===== src/rtl/note_scheduler_if.sv =====
// Scheduler-side bundle: controller inputs, chart ROM port, spawn and slot-occupancy outputs.
// miss_count exists only when NOTE_SCHED_MISS_CNT_EN is defined.
interface note_scheduler_if #(
  parameter int ADDR_W    = 8,
  parameter int TIME_W    = 32,
  parameter int NUM_SLOTS = 8,
  parameter int SLOT_W    = 3
);
  logic                 start;
  logic                 game_active;
  logic [TIME_W-1:0]    song_timer;
  logic [ADDR_W-1:0]    rom_addr;
  logic [TIME_W+3:0]    rom_data;
  logic [NUM_SLOTS-1:0] slot_release;
  logic                 spawn_valid;
  logic [SLOT_W-1:0]    spawn_slot;
  logic [3:0]           spawn_lanes;
  logic [TIME_W-1:0]    spawn_time;
  logic [NUM_SLOTS-1:0] slots_busy;
  logic                 chart_done;
`ifdef NOTE_SCHED_MISS_CNT_EN
  logic [15:0]          miss_count;
`endif

  modport master (
    input  start, game_active, song_timer, rom_data, slot_release,
    output rom_addr, spawn_valid, spawn_slot, spawn_lanes, spawn_time, slots_busy, chart_done
`ifdef NOTE_SCHED_MISS_CNT_EN
    , output miss_count
`endif
  );

  modport slave (
    output start, game_active, song_timer, rom_data, slot_release,
    input  rom_addr, spawn_valid, spawn_slot, spawn_lanes, spawn_time, slots_busy, chart_done
`ifdef NOTE_SCHED_MISS_CNT_EN
    , input miss_count
`endif
  );
endinterface


===== src/rtl/note_scheduler.sv =====
// Chart sequencer: fetches {hit_time, lanes}, spawns each note LEAD_TICKS early into the lowest free slot.
// Spawn pulse 4 cycles after start, one spawn per 3 cycles; stalls in CHECK on pause/no slot (NOTE_SCHED_MISS_CNT_EN drops late notes).
module note_scheduler #(
  parameter int CHART_DEPTH = 256,
  parameter int ADDR_W      = 8,
  parameter int TIME_W      = 32,
  parameter int LEAD_TICKS  = 100_000_000,
  parameter int NUM_SLOTS   = 8,
  parameter int SLOT_W      = 3
) (
  input  logic               i_clock,
  input  logic               i_resetn,
  note_scheduler_if.master   io_sched
);

  typedef enum logic [2:0] {S_IDLE, S_FETCH, S_WAIT, S_CHECK, S_DONE} state_t;

  localparam logic [TIME_W:0]   LC_LEAD = (TIME_W + 1)'(LEAD_TICKS);
  localparam logic [ADDR_W-1:0] LC_LAST = ADDR_W'(CHART_DEPTH - 1);

  state_t               r_state;
  state_t               w_state_nxt;
  logic [ADDR_W-1:0]    r_addr;
  logic [TIME_W-1:0]    r_hit;
  logic [3:0]           r_lanes;
  logic [NUM_SLOTS-1:0] r_busy;
  logic                 r_spawn_vld;
  logic [SLOT_W-1:0]    r_spawn_slot;
  logic [3:0]           r_spawn_lanes;
  logic [TIME_W-1:0]    r_spawn_time;
  logic                 r_done;
`ifdef NOTE_SCHED_MISS_CNT_EN
  logic [15:0]          r_miss;
`endif

  logic [TIME_W:0]      w_deadline;
  logic                 w_due;
  logic                 w_term;
  logic                 w_any_free;
  logic [SLOT_W-1:0]    w_alloc_slot;
  logic [NUM_SLOTS-1:0] w_alloc_mask;
  logic                 w_spawn;
  logic                 w_drop;
  logic                 w_advance;
  logic                 w_last;

  // Slot choice uses the pre-release occupancy so a same-cycle release never feeds an allocation.
  always_comb begin
    w_any_free   = |(~r_busy);
    w_alloc_slot = '0;
    w_alloc_mask = '0;
    for (int i = NUM_SLOTS - 1; i >= 0; i--) begin
      if (!r_busy[i]) w_alloc_slot = SLOT_W'(i);
    end
    if (w_any_free) w_alloc_mask[w_alloc_slot] = 1'b1;
  end

  always_comb begin
    w_deadline = {1'b0, io_sched.song_timer} + LC_LEAD;
    w_due      = ({1'b0, r_hit} <= w_deadline);
    w_term     = (r_lanes == 4'd0);
    w_last     = (r_addr == LC_LAST);
    w_spawn    = (r_state == S_CHECK) && !w_term && w_due && io_sched.game_active && w_any_free;
`ifdef NOTE_SCHED_MISS_CNT_EN
    w_drop     = (r_state == S_CHECK) && !w_term && w_due && io_sched.game_active && !w_any_free
                 && (io_sched.song_timer > r_hit);
`else
    w_drop     = 1'b0;
`endif
    w_advance  = w_spawn || w_drop;
  end

  always_comb begin
    w_state_nxt = r_state;
    case (r_state)
      S_IDLE:  w_state_nxt = S_IDLE;
      S_FETCH: w_state_nxt = S_WAIT;
      S_WAIT:  w_state_nxt = S_CHECK;
      S_CHECK: begin
        if (w_term)         w_state_nxt = S_DONE;
        else if (w_advance) w_state_nxt = w_last ? S_DONE : S_FETCH;
      end
      S_DONE:  w_state_nxt = S_DONE;
      default: w_state_nxt = S_IDLE;
    endcase
    if (io_sched.start) w_state_nxt = S_FETCH;
  end

  always_ff @(posedge i_clock or negedge i_resetn) begin
    if (!i_resetn) r_state <= S_IDLE;
    else           r_state <= w_state_nxt;
  end

  always_ff @(posedge i_clock or negedge i_resetn) begin
    if (!i_resetn) begin
      r_addr        <= '0;
      r_hit         <= '0;
      r_lanes       <= '0;
      r_busy        <= '0;
      r_spawn_vld   <= 1'b0;
      r_spawn_slot  <= '0;
      r_spawn_lanes <= '0;
      r_spawn_time  <= '0;
      r_done        <= 1'b0;
`ifdef NOTE_SCHED_MISS_CNT_EN
      r_miss        <= '0;
`endif
    end else if (io_sched.start) begin
      r_addr      <= '0;
      r_busy      <= '0;
      r_spawn_vld <= 1'b0;
      r_done      <= 1'b0;
`ifdef NOTE_SCHED_MISS_CNT_EN
      r_miss      <= '0;
`endif
    end else begin
      r_spawn_vld <= w_spawn;
      r_busy      <= (r_busy & ~io_sched.slot_release) | (w_spawn ? w_alloc_mask : '0);
      if (w_spawn) begin
        r_spawn_slot  <= w_alloc_slot;
        r_spawn_lanes <= r_lanes;
        r_spawn_time  <= r_hit;
      end
      if (r_state == S_WAIT) begin
        r_hit   <= io_sched.rom_data[TIME_W+3:4];
        r_lanes <= io_sched.rom_data[3:0];
      end
      if (w_advance && !w_last) r_addr <= r_addr + ADDR_W'(1);
      if ((r_state == S_CHECK) && (w_term || (w_advance && w_last))) r_done <= 1'b1;
`ifdef NOTE_SCHED_MISS_CNT_EN
      if (w_drop && (r_miss != 16'hFFFF)) r_miss <= r_miss + 16'd1;
`endif
    end
  end

  assign io_sched.rom_addr    = r_addr;
  assign io_sched.spawn_valid = r_spawn_vld;
  assign io_sched.spawn_slot  = r_spawn_slot;
  assign io_sched.spawn_lanes = r_spawn_lanes;
  assign io_sched.spawn_time  = r_spawn_time;
  assign io_sched.slots_busy  = r_busy;
  assign io_sched.chart_done  = r_done;
`ifdef NOTE_SCHED_MISS_CNT_EN
  assign io_sched.miss_count  = r_miss;
`endif

endmodule


===== src/flat_wrapper.sv =====
// flat-port wrapper written by rule: the top's interface ports become plain ports
module note_scheduler_flat 
#(
  parameter int CHART_DEPTH = 256,
  parameter int ADDR_W      = 8,
  parameter int TIME_W      = 32,
  parameter int LEAD_TICKS  = 100_000_000,
  parameter int NUM_SLOTS   = 8,
  parameter int SLOT_W      = 3
)
  (i_clock, i_resetn, io_sched_start, io_sched_game_active, io_sched_song_timer, io_sched_rom_data, io_sched_slot_release, io_sched_rom_addr, io_sched_spawn_valid, io_sched_spawn_slot, io_sched_spawn_lanes, io_sched_spawn_time, io_sched_slots_busy, io_sched_chart_done);
  note_scheduler_if #(.ADDR_W(ADDR_W), .TIME_W(TIME_W), .NUM_SLOTS(NUM_SLOTS), .SLOT_W(SLOT_W)) io_sched_i ();
  input  logic i_clock;
  input  logic i_resetn;
  input wire logic [$bits(io_sched_i.start)-1:0] io_sched_start;
  input wire logic [$bits(io_sched_i.game_active)-1:0] io_sched_game_active;
  input wire logic [$bits(io_sched_i.song_timer)-1:0] io_sched_song_timer;
  input wire logic [$bits(io_sched_i.rom_data)-1:0] io_sched_rom_data;
  input wire logic [$bits(io_sched_i.slot_release)-1:0] io_sched_slot_release;
  output wire logic [$bits(io_sched_i.rom_addr)-1:0] io_sched_rom_addr;
  output wire logic [$bits(io_sched_i.spawn_valid)-1:0] io_sched_spawn_valid;
  output wire logic [$bits(io_sched_i.spawn_slot)-1:0] io_sched_spawn_slot;
  output wire logic [$bits(io_sched_i.spawn_lanes)-1:0] io_sched_spawn_lanes;
  output wire logic [$bits(io_sched_i.spawn_time)-1:0] io_sched_spawn_time;
  output wire logic [$bits(io_sched_i.slots_busy)-1:0] io_sched_slots_busy;
  output wire logic [$bits(io_sched_i.chart_done)-1:0] io_sched_chart_done;
  assign io_sched_i.start = io_sched_start;
  assign io_sched_i.game_active = io_sched_game_active;
  assign io_sched_i.song_timer = io_sched_song_timer;
  assign io_sched_i.rom_data = io_sched_rom_data;
  assign io_sched_i.slot_release = io_sched_slot_release;
  assign io_sched_rom_addr = io_sched_i.rom_addr;
  assign io_sched_spawn_valid = io_sched_i.spawn_valid;
  assign io_sched_spawn_slot = io_sched_i.spawn_slot;
  assign io_sched_spawn_lanes = io_sched_i.spawn_lanes;
  assign io_sched_spawn_time = io_sched_i.spawn_time;
  assign io_sched_slots_busy = io_sched_i.slots_busy;
  assign io_sched_chart_done = io_sched_i.chart_done;
  note_scheduler #(.CHART_DEPTH(CHART_DEPTH), .ADDR_W(ADDR_W), .TIME_W(TIME_W), .LEAD_TICKS(LEAD_TICKS), .NUM_SLOTS(NUM_SLOTS), .SLOT_W(SLOT_W)) u_core (.i_clock(i_clock), .i_resetn(i_resetn), .io_sched(io_sched_i));
endmodule

===== config.mk =====
export PLATFORM = sky130hd
export DESIGN_NAME = note_scheduler_flat
export DESIGN_NICKNAME = d
export VERILOG_FILES = /design/src/rtl/note_scheduler_if.sv /design/src/rtl/note_scheduler.sv /design/src/flat_wrapper.sv
export SDC_FILE = /design/constraint.sdc
export NUM_CORES = 1
export LEC_CHECK = 0
export BUFFER_PORTS_ARGS = -buffer_cell sky130_fd_sc_hd__buf_2
export CAP_MARGIN = 20
export CORE_MARGIN = 2
export CORE_UTILIZATION = 40
export DETAILED_ROUTE_END_ITERATION = 6
export PLACE_DENSITY = 0.65
export SYNTH_ARGS = -nofsm -noshare
export SYNTH_HDL_FRONTEND = slang
export SYNTH_SLANG_ARGS = --single-unit

===== constraint.sdc =====
create_clock -name i_clock -period 4.98 [get_ports i_clock]
set_clock_uncertainty 0.15 [all_clocks]
set_input_delay 0 -clock i_clock [delete_from_list [all_inputs] [get_ports i_clock]]
set_output_delay 0 -clock i_clock [all_outputs]
set_load 0.05 [all_outputs]

Yosys cells after proc, flatten, opt, wreduce, memory -nomap -nowiden
Index checks and enable logic that the tools add are counted.
{"block": "totals", "output_inout_bits": 57, "ff_bits": 96, "elab_cells": 66, "input_bits": 80}
{"block": "classes", "mux": 23, "eq_ne": 6, "reduce_logical": 17, "n_lt_le_gt_ge": 3, "n_addsub": 2, "n_bitwise": 5}
{"cell": "8-bit two-way mux", "n": 5}
{"cell": "3-bit two-way mux", "n": 12}
{"cell": "32-bit by 27-bit adder with 33-bit output, second input constant", "n": 1}
{"cell": "32-bit by 33-bit less-or-equal comparator with 1-bit output", "n": 1}
{"cell": "8-bit NOT", "n": 2}
{"cell": "3-bit case mux with 4 select lines", "n": 1}
{"cell": "8-bit by 1-bit adder with 8-bit output, second input constant", "n": 1}
{"cell": "8-bit AND", "n": 1}
{"cell": "8-bit == test, second input constant", "n": 1}
{"cell": "1-bit logical AND", "n": 8}
{"cell": "8-bit bitwise OR", "n": 1}
{"cell": "8-bit OR reduction", "n": 1}
{"cell": "3-bit by 2-bit == test with 1-bit output, second input constant", "n": 2}
{"cell": "4-bit logical NOT", "n": 1}
{"cell": "3-bit by 4-bit < comparator with 1-bit output, second input constant", "n": 1}
{"cell": "1-bit two-way mux", "n": 4}
{"cell": "4-bit by 2-bit != test with 1-bit output, second input constant", "n": 1}
{"cell": "2-bit AND reduction", "n": 2}
{"cell": "2-bit nonzero test", "n": 2}
{"cell": "1-bit demux with 3-bit select", "n": 1}
{"cell": "3-bit by 1-bit == test with 1-bit output, second input constant", "n": 1}
{"cell": "3-bit == test, second input constant", "n": 1}
{"cell": "3-bit by 1-bit greater-or-equal comparator with 1-bit output, second input constant", "n": 1}
{"cell": "1-bit logical NOT", "n": 2}
{"cell": "2 further kinds", "n": 2}

Logic depth before layout (Yosys ltp)
{"block": "logic_depth", "depth_word": 16, "depth_mapped": 20, "ltp_nobuf": 17}

Worst setup path after synthesis
OpenSTA, ideal clock, no wires.
{"block": "synth_timing", "kind": "input-to-reg", "startpoint": "input port io_sched_song_timer[8]", "endpoint": "register u_core.r_spawn_lanes[0] (netlist: u_core.io_sched.spawn_lanes[0])", "t_required_ns": 4.705, "path_buffers": 3, "stages": 20, "setup_ns": 0.125, "arrival_ns": 3.852, "path_slack_ns": 0.853, "cell_sequence": "and3_1 -> nand3_1 -> nor3b_1 -> o31a_1 -> o21ai_0 -> o22a_1 -> nand3_1 -> xor2_1 -> ha_1 -> nand2_2 -> or3_1 -> or4_4 -> o211ai_2 -> a21oi_2 -> or2_1 -> buf_6 -> nand2b_4 -> buf_12 -> buf_12 -> mux2_4"}
{"block": "synth_between", "elab_chain_cells": 6}
{"item": "start, declared", "line_no": "flat_wrapper.sv:17", "source": "input wire logic [$bits(io_sched_i.song_timer)-1:0] io_sched_song_timer;"}
{"item": "32-bit by 27-bit adder with 33-bit output", "line_no": "note_scheduler.sv:59", "source": "w_deadline = {1'b0, io_sched.song_timer} + LC_LEAD;"}
{"item": "32-bit by 33-bit less-or-equal comparator with 1-bit output", "line_no": "note_scheduler.sv:60", "source": "w_due = ({1'b0, r_hit} <= w_deadline);"}
{"item": "1-bit logical AND (3 in a row)", "line_no": "note_scheduler.sv:63", "source": "w_spawn = (r_state == S_CHECK) && !w_term && w_due && io_sched.game_active && w_any_free;"}
{"item": "2-bit AND reduction (no line)"}
{"item": "end signal, assigned", "line_no": "note_scheduler.sv:121", "source": "r_spawn_lanes <= r_lanes;"}
{"item": "end, declared", "line_no": "note_scheduler.sv:29", "source": "logic [3:0] r_spawn_lanes;"}
Every way passes these cells.
A chain may end at the register's enable or synchronous reset.

Final worst setup path
{"block": "layout_timing", "startpoint": "input port io_sched_song_timer[8]", "endpoint": "register u_core.r_busy[1] (netlist: u_core.io_sched.slots_busy[1])"}
{"block": "layout_between", "elab_chain_cells": 8}
{"item": "32-bit by 27-bit adder with 33-bit output", "line_no": "note_scheduler.sv:59"}
{"item": "32-bit by 33-bit less-or-equal comparator with 1-bit output", "line_no": "note_scheduler.sv:60"}
{"item": "1-bit logical AND (3 in a row)", "line_no": "note_scheduler.sv:63"}
{"item": "8-bit two-way mux", "line_no": "note_scheduler.sv:118", "source": "r_busy <= (r_busy & ~io_sched.slot_release) | (w_spawn ? w_alloc_mask : '0);"}
{"item": "8-bit bitwise OR", "line_no": "note_scheduler.sv:118"}
{"item": "8-bit two-way mux", "line_no": "note_scheduler.sv:108", "source": "end else if (io_sched.start) begin"}
{"item": "end signal, assigned", "line_no": "note_scheduler.sv:118"}
{"item": "end, declared", "line_no": "note_scheduler.sv:26", "source": "logic [NUM_SLOTS-1:0] r_busy;"}
Every way passes these cells.

==> flow_metrics.tcl <==
set metrics [dict create \
    cap_violations 0 \
    yosys_most_used_dff "dfrtp_1" \
    core-area_um2 13100 \
    synthAdderAreaFrac 0.0801 \
    synthMuxAreaShare 0.187 \
    cp-end-kind "flip-flop" \
    h-tree-depth 3 \
    slew_headroom 0.557 \
    drt_pass1_iterations 4 \
    leakage_nw 3.48 \
    clock.fmax_mhz 221 \
    grt_pass1_vias 4206 \
    clock-sinks 96 \
    io_buffers 136 \
    synth_top_family_by_area "multiplexers" \
    antenna_found_initial 1 \
    arrival_ps 4600 \
    cp_max_fo 8 \
    fin_nets 750 \
    synthXorXnorAreaFrac 0.0396 \
    ir_worst_vdd_uv 378 \
    gp_congestion 0.825 \
    hold_ws_ps 31.4 \
    io_pins 137 \
    rsz0062_at_grt "false" \
    regToRegStartpoint "u_core.r_hit[22]$_DFFE_PN0P_" \
    most-common-layout-cells "135 x buf_2, 96 x dfrtp_1, 52 x dlygate4sd3_1" \
    slew_violations 0 \
    yosysTopAreaCellShare 0.452 \
    synth.distinct_cells 54 \
    die-height_um 119 \
    critical_path.top_delay_family "simple AND/OR/NAND/NOR gates" \
    final_cells 817 \
    path_cells "buf_2, and3_1, nand3_1, nor3b_1, o31a_1, o21ai_0, o22a_1, nand3_1, xor2_1, ha_1, nand2_2, or3_1, or4_4, o211ai_2, a21oi_2, or2_1, buf_4, nand4b_1, a21oi_1, dlygate4sd3_1" \
    viasPerCell 5.05 \
    diodes 0 \
    critPathLaunchType "input port" \
    grtUsageTotal 0.186 \
    clkSlewWorstSetupHoldPaths_ps 70 \
    grt_start_max_net_pins 53 \
    antenna_left 0 \
    areaGrowthSynthToFinish_pct 32.4 \
    ctsRootBufferMaster "clkbuf_16" \
    vias 4128 \
    wl_per_cell_um 15.7 \
    min_period_ps 4520 \
    min_path_type "input port to asynchronous set/reset pin" \
    die_w_um 119 \
    place_inst 749 \
    finalSetupViolations 0 \
    overflow 0 \
    remaining_drc_errors 0 \
    required_ps 5060 \
    yosys_warnings 0 \
    synthSimpleGateAreaFrac 0.119 \
    crit_top_cell "nand3_1" \
    crit_type "input port to flip-flop" \
    synth_area_leaders "dfrtp_1 45%, mux2_4 10%, mux2_2 8.1%" \
    synthCells 443 \
    hpwlAfterDp_mm 9.29 \
    cts_resized 0 \
    synth_edf_count 0 \
    cp-startpoint "io_sched_song_timer[8]" \
    totalWireLength_mm 12.8 \
    cts_tree "built" \
    rows 42 \
    slowest_delay_ps 580 \
    grt_pass1_wl_mm 20.7 \
    cts_buffer_depth 2 \
    hold_viol_final 0 \
    final.period_utilization 0.907 \
    syn_avg_cell_area_um2 12.0 \
    cp_num_buf_inv 3 \
    cts_buffers 9 \
    ys_seq_elements 96 \
    drive_above_1_share 0.379 \
    async_flop_share 1.00 \
    synth_area_um2 5310 \
    tns_ps 0 \
    ys_seq_area_frac 0.452 \
    die_area_um2 14200 \
    syn_nets 557 \
    crit_slowest_cell "dlygate4sd3_1" \
    power_per_cell_area_nw_per_um2 548 \
    dr.first_iter.drc_count 148 \
    worstMarginPinSlew_ps 658 \
    start_util 0.406 \
    clock_latency_ps 350 \
    final_common_cell "buf_2" \
    synth_compound_area_frac 0.0862 \
    yosysTopAreaCell "dfrtp_1" \
    status "finished, final reports clean" \
]
## sequential cells by signal (all words and copies together) (netlist names), 3 cells and up
name                         cells
u_core.io_sched.rom_addr         8
u_core.io_sched.slots_busy       8
u_core.io_sched.spawn_lanes      4
u_core.io_sched.spawn_slot       3
u_core.io_sched.spawn_time      32
u_core.r_hit                    32
u_core.r_lanes                   4
u_core.r_state                   3
## worst paths after layout
kind	to	slack (ps)	depth (start not counted)
min in group i_clock	u_core.r_hit[17]$_DFFE_PN0P_	260	3
setup / recovery	u_core.io_sched.slots_busy[1]$_DFF_PN0_	460	20
max in group asynchronous	u_core.r_hit[7]$_DFFE_PN0P_	3560	3
hold / removal	u_core.r_hit[28]$_DFFE_PN0P_	30	2
setup reg to reg	u_core.io_sched.slots_busy[1]$_DFF_PN0_	1460	11
hold reg to reg	u_core.io_sched.spawn_time[11]$_DFFE_PN0P_	360	1
## routing by layer
layer,global-route usage,wire length [µm],vias up
met5,0,13,-
met4,0.0699,216,2
met3,0.0465,773,15
met2,0.307,6070,112
met1,0.236,5720,1991
li1,-,-,2008
## worst reg2reg max path: stages (launching register included)
cell	delay, ps
dfrtp_1	410
ha_1	310
nand4_1	140
or3_1	360
or4_4	520
o211ai_2	160
a21oi_2	90
or2_1	300
buf_4	180
nand4b_1	110
a21oi_1	80
dlygate4sd3_1	580
## logic make-up after synthesis
kind of cell,count (synthesis)
fa+ha+maj,34
mux,76
simple gates,118
flops,96
compound gates,69
xor+xnor,24
buf+inv,26
## synthesized netlist by cell type, drive strengths merged, types with 8 or more instances
| master | count |
|---|---|
| dfrtp | 96 |
| mux2 | 75 |
| ha | 34 |
| nor2 | 25 |
| a21oi | 23 |
| nand2 | 21 |
| inv | 14 |
| o21ai | 14 |
| xor2 | 14 |
| nand3 | 13 |
| xnor2 | 10 |
| nand4 | 9 |
| nand2b | 8 |
| nor3 | 8 |
## power by group
part	internal [W]	switching, W	leakage, nW
Clock	0.000554	0.000309	0.182
Sequential	0.00108	0.000239	1.21
Combinational	0.000682	0.000987	2.09
Total	0.00232	0.00153	3.48
## layout make-up
| cell class | instances | area (µm²) |
|---|---|---|
| Timing Repair Buffer | 194 | 1260 |
| Fill cell | 1173 | 6050 |
| Tap cell | 176 | 220 |
| Multi-Input combinational cell | 321 | 2730 |
| Clock buffer | 10 | 239 |
| Clock inverter | 6 | 130 |
| Inverter | 14 | 52.6 |
| Sequential cell | 96 | 2400 |
## metrics by stage
stage	cell area, µm²	util	worst slack, ps	power [W]
finish	7030	0.537	463	0.00385
global route	7030	0.537	137	0.00407
CTS	7030	0.537	478	0.00389
detailed placement	6140	0.469	339	0.00298
global placement	6140	0.469	412	0.00294
floorplan	5310	-	853	0.00257
## repair_timing
action,CTS,global route
hold endpoints to repair,96,0
setup buffers,0,0
hold buffers,52,0
Note: power is estimated with default switching activity, not from simulation.
